`src/rtl/spi_byte_master_if.sv`:
```
// Byte-stream handshake between a byte producer/consumer and the SPI byte master.
// tx side is valid/ready; rx side is a one-cycle pulse with no backpressure.
interface spi_byte_master_if;
  logic       tx_valid;
  logic [7:0] tx_data;
  logic       tx_last;
  logic       tx_ready;
  logic       rx_valid;
  logic [7:0] rx_data;

  modport master (output tx_valid, tx_data, tx_last, input tx_ready, rx_valid, rx_data);
  modport slave  (input tx_valid, tx_data, tx_last, output tx_ready, rx_valid, rx_data);
endinterface

```
`src/rtl/spi_byte_master.sv`:
```
// SPI mode-0 initiator: sends one byte per accepted tx beat MSB first and returns the byte
// shifted in from MISO; tx_last closes the chip-select frame after that byte.
module spi_byte_master #(
  parameter int unsigned CLK_DIV = 4
) (
  input  logic              PCLK,
  input  logic              PRESETn,
  spi_byte_master_if.slave  bus,
  output logic              busy,
  output logic              spi_sck,
  output logic              spi_ss_n,
  output logic              spi_mosi,
  input  logic              spi_miso
);

  typedef enum logic [2:0] {
    IDLE  = 3'd0,
    SETUP = 3'd1,
    SHIFT = 3'd2,
    WAIT  = 3'd3,
    HOLD  = 3'd4,
    GAP   = 3'd5
  } state_t;

  localparam logic [7:0] HC_LOAD = 8'(CLK_DIV - 1);

  state_t     state_r;
  logic [7:0] hc_r;
  logic [7:0] tx_sh_r;
  logic [7:0] rx_sh_r;
  logic [2:0] bit_cnt_r;
  logic       last_r;
  logic       tx_ready_r;
  logic       rx_valid_r;
  logic [7:0] rx_data_r;
  logic       busy_r;
  logic       sck_r;
  logic       ss_n_r;
  logic       mosi_r;
  logic       hc_zero_s;
  logic       accept_s;

  assign hc_zero_s    = (hc_r == 8'd0);
  assign accept_s     = bus.tx_valid && tx_ready_r;
  assign bus.tx_ready = tx_ready_r;
  assign bus.rx_valid = rx_valid_r;
  assign bus.rx_data  = rx_data_r;
  assign busy         = busy_r;
  assign spi_sck      = sck_r;
  assign spi_ss_n     = ss_n_r;
  assign spi_mosi     = mosi_r;

  // Frame sequencer: half-period counter, SCK phase, shift registers and all registered outputs.
  always_ff @(posedge PCLK or negedge PRESETn) begin
    if (!PRESETn) begin
      state_r    <= IDLE;
      hc_r       <= 8'd0;
      tx_sh_r    <= 8'd0;
      rx_sh_r    <= 8'd0;
      bit_cnt_r  <= 3'd0;
      last_r     <= 1'b0;
      tx_ready_r <= 1'b1;
      rx_valid_r <= 1'b0;
      rx_data_r  <= 8'h00;
      busy_r     <= 1'b0;
      sck_r      <= 1'b0;
      ss_n_r     <= 1'b1;
      mosi_r     <= 1'b0;
    end else begin
      rx_valid_r <= 1'b0;
      case (state_r)
        IDLE, WAIT: begin
          // WAIT reuses the accept path so SS stays low between bytes of a frame
          if (accept_s) begin
            tx_sh_r    <= bus.tx_data;
            last_r     <= bus.tx_last;
            bit_cnt_r  <= 3'd0;
            hc_r       <= HC_LOAD;
            ss_n_r     <= 1'b0;
            mosi_r     <= bus.tx_data[7];
            tx_ready_r <= 1'b0;
            busy_r     <= 1'b1;
            state_r    <= SETUP;
          end else begin
            hc_r <= HC_LOAD;
          end
        end
        SETUP: begin
          if (hc_zero_s) begin
            sck_r   <= 1'b1;
            rx_sh_r <= {rx_sh_r[6:0], spi_miso};
            hc_r    <= HC_LOAD;
            state_r <= SHIFT;
          end else begin
            hc_r <= hc_r - 8'd1;
          end
        end
        SHIFT: begin
          if (!hc_zero_s) begin
            hc_r <= hc_r - 8'd1;
          end else if (!sck_r) begin
            sck_r   <= 1'b1;
            rx_sh_r <= {rx_sh_r[6:0], spi_miso};
            hc_r    <= HC_LOAD;
          end else begin
            sck_r <= 1'b0;
            hc_r  <= HC_LOAD;
            // falling edge after the eighth rise completes the byte; MOSI keeps its last bit
            if (bit_cnt_r == 3'd7) begin
              bit_cnt_r  <= 3'd0;
              rx_data_r  <= rx_sh_r;
              rx_valid_r <= 1'b1;
              if (last_r) begin
                state_r <= HOLD;
              end else begin
                tx_ready_r <= 1'b1;
                state_r    <= WAIT;
              end
            end else begin
              bit_cnt_r <= bit_cnt_r + 3'd1;
              tx_sh_r   <= {tx_sh_r[6:0], 1'b0};
              mosi_r    <= tx_sh_r[6];
            end
          end
        end
        HOLD: begin
          if (hc_zero_s) begin
            ss_n_r  <= 1'b1;
            mosi_r  <= 1'b0;
            hc_r    <= HC_LOAD;
            state_r <= GAP;
          end else begin
            hc_r <= hc_r - 8'd1;
          end
        end
        GAP: begin
          if (hc_zero_s) begin
            tx_ready_r <= 1'b1;
            busy_r     <= 1'b0;
            state_r    <= IDLE;
          end else begin
            hc_r <= hc_r - 8'd1;
          end
        end
        default: begin
          state_r    <= IDLE;
          tx_ready_r <= 1'b1;
          busy_r     <= 1'b0;
          sck_r      <= 1'b0;
          ss_n_r     <= 1'b1;
          mosi_r     <= 1'b0;
        end
      endcase
    end
  end

endmodule

```
`src/flat_wrapper.sv`:
```
// flat-port wrapper written by rule: the top's interface ports become plain ports
module spi_byte_master_flat 
#(
  parameter int unsigned CLK_DIV = 4
)
  (PCLK, PRESETn, busy, spi_sck, spi_ss_n, spi_mosi, spi_miso, bus_tx_valid, bus_tx_data, bus_tx_last, bus_tx_ready, bus_rx_valid, bus_rx_data);
  spi_byte_master_if bus_i ();
  input  logic PCLK;
  input  logic PRESETn;
  output logic busy;
  output logic spi_sck;
  output logic spi_ss_n;
  output logic spi_mosi;
  input  logic spi_miso;
  input wire logic [$bits(bus_i.tx_valid)-1:0] bus_tx_valid;
  input wire logic [$bits(bus_i.tx_data)-1:0] bus_tx_data;
  input wire logic [$bits(bus_i.tx_last)-1:0] bus_tx_last;
  output wire logic [$bits(bus_i.tx_ready)-1:0] bus_tx_ready;
  output wire logic [$bits(bus_i.rx_valid)-1:0] bus_rx_valid;
  output wire logic [$bits(bus_i.rx_data)-1:0] bus_rx_data;
  assign bus_i.tx_valid = bus_tx_valid;
  assign bus_i.tx_data = bus_tx_data;
  assign bus_i.tx_last = bus_tx_last;
  assign bus_tx_ready = bus_i.tx_ready;
  assign bus_rx_valid = bus_i.rx_valid;
  assign bus_rx_data = bus_i.rx_data;
  spi_byte_master #(.CLK_DIV(CLK_DIV)) u_core (.PCLK(PCLK), .PRESETn(PRESETn), .bus(bus_i), .busy(busy), .spi_sck(spi_sck), .spi_ss_n(spi_ss_n), .spi_mosi(spi_mosi), .spi_miso(spi_miso));
endmodule
```
`config.mk`:
```
export PLATFORM = sky130hd
export DESIGN_NAME = spi_byte_master_flat
export DESIGN_NICKNAME = d
export VERILOG_FILES = /design/src/rtl/spi_byte_master_if.sv /design/src/rtl/spi_byte_master.sv /design/src/flat_wrapper.sv
export SDC_FILE = /design/constraint.sdc
export NUM_CORES = 1
export LEC_CHECK = 0
export CORE_MARGIN = 3
export CORE_UTILIZATION = 40
export CTS_BUF_LIST = sky130_fd_sc_hd__clkbuf_4 sky130_fd_sc_hd__clkbuf_8 sky130_fd_sc_hd__clkbuf_16
export CTS_CLUSTER_SIZE = 25
export DETAILED_ROUTE_END_ITERATION = 12
export SETUP_SLACK_MARGIN = 0.02
export SLEW_MARGIN = 40
export SYNTH_ARGS = -nofsm -noshare
export SYNTH_HDL_FRONTEND = slang
export SYNTH_SLANG_ARGS = --single-unit
```
`constraint.sdc`:
```
create_clock -name PCLK -period 4.4 [get_ports PCLK]
set_input_delay 0.88 -clock PCLK [delete_from_list [all_inputs] [get_ports PCLK]]
set_output_delay 0.88 -clock PCLK [all_outputs]
set_load 0.02 [all_outputs]
```
==> flow_metrics.env <==
export IMPL_insertion_delay_ns=0.30
export IMPL_drt_pass1_iter_count=4
export IMPL_fin_crit_ns=2.51
export IMPL_hold_viol_final=0
export IMPL_final_cells=307
export IMPL_wl_met3_um=224
export IMPL_grt_setup_unrepaired="no"
export IMPL_antenna_found_initial=0
export IMPL_slew_headroom_pct=50.3
export IMPL_setup_viol=0
export IMPL_fin_ws_ns=1.89
export IMPL_cp_end_kind="flop"
export IMPL_grt_pass1_wl_mm=8.50
export IMPL_layout_drive_gt1_share_pct=18.7
export IMPL_multi_input_area_mm2=0.00116
export IMPL_tightest_slew_ns=0.746
export IMPL_drtAntennaViolNets=0
export IMPL_grt_pass1_vias=1773
export IMPL_core_area_mm2=0.00561
export IMPL_die_area_mm2=0.00685
export IMPL_cts_setup_buffers=0
export IMPL_pre_cts_slack_ns=1.81
export IMPL_synth_top_area_share_pct=44.6
export IMPL_r2r_slack_ns=1.89
export IMPL_synth_common_cells="42 x dfrtp_1, 17 x mux2_2, 11 x nand2_1"
export IMPL_critPathKind="flop to flop"
export IMPL_synth_edf_count=0
export IMPL_grt_start_max_net_pins=45
export IMPL_synth_yosys_seq_area_share_pct=46.8
export IMPL_crit_fanout=23
export IMPL_cts_num_sinks=44
export IMPL_yosysMostFrequentCell="dfrtp_1"
export IMPL_row_count=27
export IMPL_ir_drop_v=0.000224
export IMPL_dr_max_layer_used="met4"
export IMPL_required_ns=4.58
export IMPL_hold_buffers=0
export IMPL_clk_path_buf_depth=2
export IMPL_synth_area_leaders="dfrtp_1 45%, mux2_2 8.1%, dfstp_2 2.2%"
export IMPL_yosys_area_top_type="dfrtp_1"
export IMPL_htreeDepth=2
export IMPL_fp_dieW_um=82.7
export IMPL_initialDrtViolationCount=99
export IMPL_dp_hpwl_mm=3.27
export IMPL_initial_core_util_pct=42.0
export IMPL_dp_cells=300
export IMPL_routed_via_density=5.68
export IMPL_r2r_cells=4
export IMPL_register_area_mm2=0.00110
export IMPL_antennaDiodeCount=0
export IMPL_port_buffers=26
export IMPL_clkSlewWorstSetupHoldPaths_ns=0.08
export IMPL_maxCapViolCount=0
export IMPL_routed_via_count=1744
export IMPL_area_growth_pct=16.1
export IMPL_avgSynthCellArea_um2=11.1
export IMPL_rr_startpoint="u_core.state_r[1]"
export IMPL_arrival_ns=2.69
export IMPL_die_h_um=82.7
export IMPL_nets=251
export IMPL_hold_path_class="flop to flop"
export IMPL_drc=0
export IMPL_critical_path_startpoint="u_core.state_r[1]"
export IMPL_cts_buffers_inserted=5
export IMPL_wl_per_cell_um=15.7
export IMPL_ys_warn_count=0
export IMPL_synth_distinct_cells=60
export IMPL_ys_ff_latch=44
export IMPL_p_leak_nw=1.10
export IMPL_globalRouteTotalUtil_pct=16.2
export IMPL_min_period_over_period_pct=57.0
export IMPL_setup_tns_ns=0
export IMPL_total_power_mw=1.42
export IMPL_slew_viol_final=0
export IMPL_rr_endpoint="u_core.bit_cnt_r[0]"
export IMPL_nFillCells=530
export IMPL_tritoncts="built"
export IMPL_synth_flop_cell="dfrtp_1"
export IMPL_clock_fmax_ghz=0.399
export IMPL_clockRootBuffer="clkbuf_8"
export IMPL_gp_congestion=0.798
export IMPL_synthCells=212
export IMPL_io_pins=27
export IMPL_crit_end="u_core.bit_cnt_r[0]"
export IMPL_status="finished, final reports clean"
export IMPL_wl_met2_mm=2.18
export IMPL_syn_num_nets=228
export IMPL_wirelength_met1_mm=2.37
export IMPL_finClkSkew_ns=0.00609
export IMPL_grt_ovfl_total=0
export IMPL_start_kind="flop"
export IMPL_synth_area_mm2=0.00236
export IMPL_async_reset_ff_share_pct=100
export IMPL_cts_repair_resized=0
export IMPL_finalWirelength_mm=4.83
export IMPL_p_per_area_mw_per_mm2=521
==> per-layer routing <==
metal,up-vias,track usage (%)
li1,837,-
met3,5,4.01
met1,877,22.5
met4,0,4.90
met2,25,24.8
met5,-,0
==> layout make-up <==
cell class | count | share of cell area, %
sequential | 44 | 40.3
timing repair buffer | 27 | 9.70
inverter | 10 | 1.37
tap | 72 | 3.29
clock inverter | 2 | 0.457
clock buffer | 5 | 2.52
multi-input combinational | 147 | 42.3
==> registers in the layout (all words and copies together) (netlist names), 3 cells and up <==
name,cells
u_core.bus.rx_data,8
u_core.hc_r,8
u_core.rx_sh_r,8
u_core.tx_sh_r,7
u_core.bit_cnt_r,3
u_core.state_r,3
==> per-stage QoR <==
step / util [%] / area [µm²] / hold WS, ns
2_1_floorplan: - / 2360 / 0.475
3_3_place_gp: 47.3 / 2650 / 0.486
3_5_place_dp: 47.3 / 2650 / 0.482
4_1_cts: 48.8 / 2740 / 0.503
5_1_grt: 48.8 / 2740 / 0.521
6_report: 48.8 / 2740 / 0.497
==> layout by cell type (no fill, tap or decap), types with 4 or more instances in the layout <==
| cell | n |
|---|---|
| a21oi_1 | 10 |
| a22oi_1 | 4 |
| a2bb2oi_1 | 6 |
| a31oi_1 | 4 |
| clkbuf_8 | 5 |
| clkdlybuf4s50_1 | 25 |
| dfrtp_1 | 42 |
| inv_1 | 10 |
| mux2_2 | 17 |
| nand2_1 | 11 |
| nand3_1 | 4 |
| nor2_1 | 10 |
| nor3_1 | 6 |
| o21ai_0 | 8 |
| or3_1 | 8 |
==> worst min path at each step <==
stage	start	cells past startpoint	end
6_report	u_core.bus.rx_data[2]	1	u_core.bus.rx_data[2]
5_1_grt	u_core.bus.rx_data[2]	1	u_core.bus.rx_data[2]
4_1_cts	u_core.bus.rx_data[2]	1	u_core.bus.rx_data[2]
3_5_place_dp	u_core.bus.rx_data[2]	1	u_core.bus.rx_data[2]
3_3_place_gp	u_core.bus.rx_data[2]	1	u_core.bus.rx_data[2]
2_1_floorplan	u_core.rx_sh_r[7]	1	u_core.rx_sh_r[7]
==> critical path, cell delays in order, from the launching register on <==
cell      delay (ns)
dfrtp_1         0.78
nor2b_1         0.55
a32oi_2         0.18
a211oi_4        0.53
mux2_4          0.34
==> where the power goes <==
part	switching [mW]	leakage, nW	internal, mW	total, mW
logic	0.279	0.516	0.258	0.537
registers	0.126	0.549	0.514	0.640
clock network	0.140	0.0400	0.108	0.247
==> cells by family after synthesis <==
logic type	count (synthesis)	share of synthesized area [%]
muxes	22	10.5
xor gates and xnor gates	2	0.744
and+or+nand+nor	65	18.5
buffers and inverters	21	4.04
adders and majority gates	3	1.59
DFF	44	46.8
AOI/OAI and AO/OA	55	17.8
(Power assumes the default switching activity.)
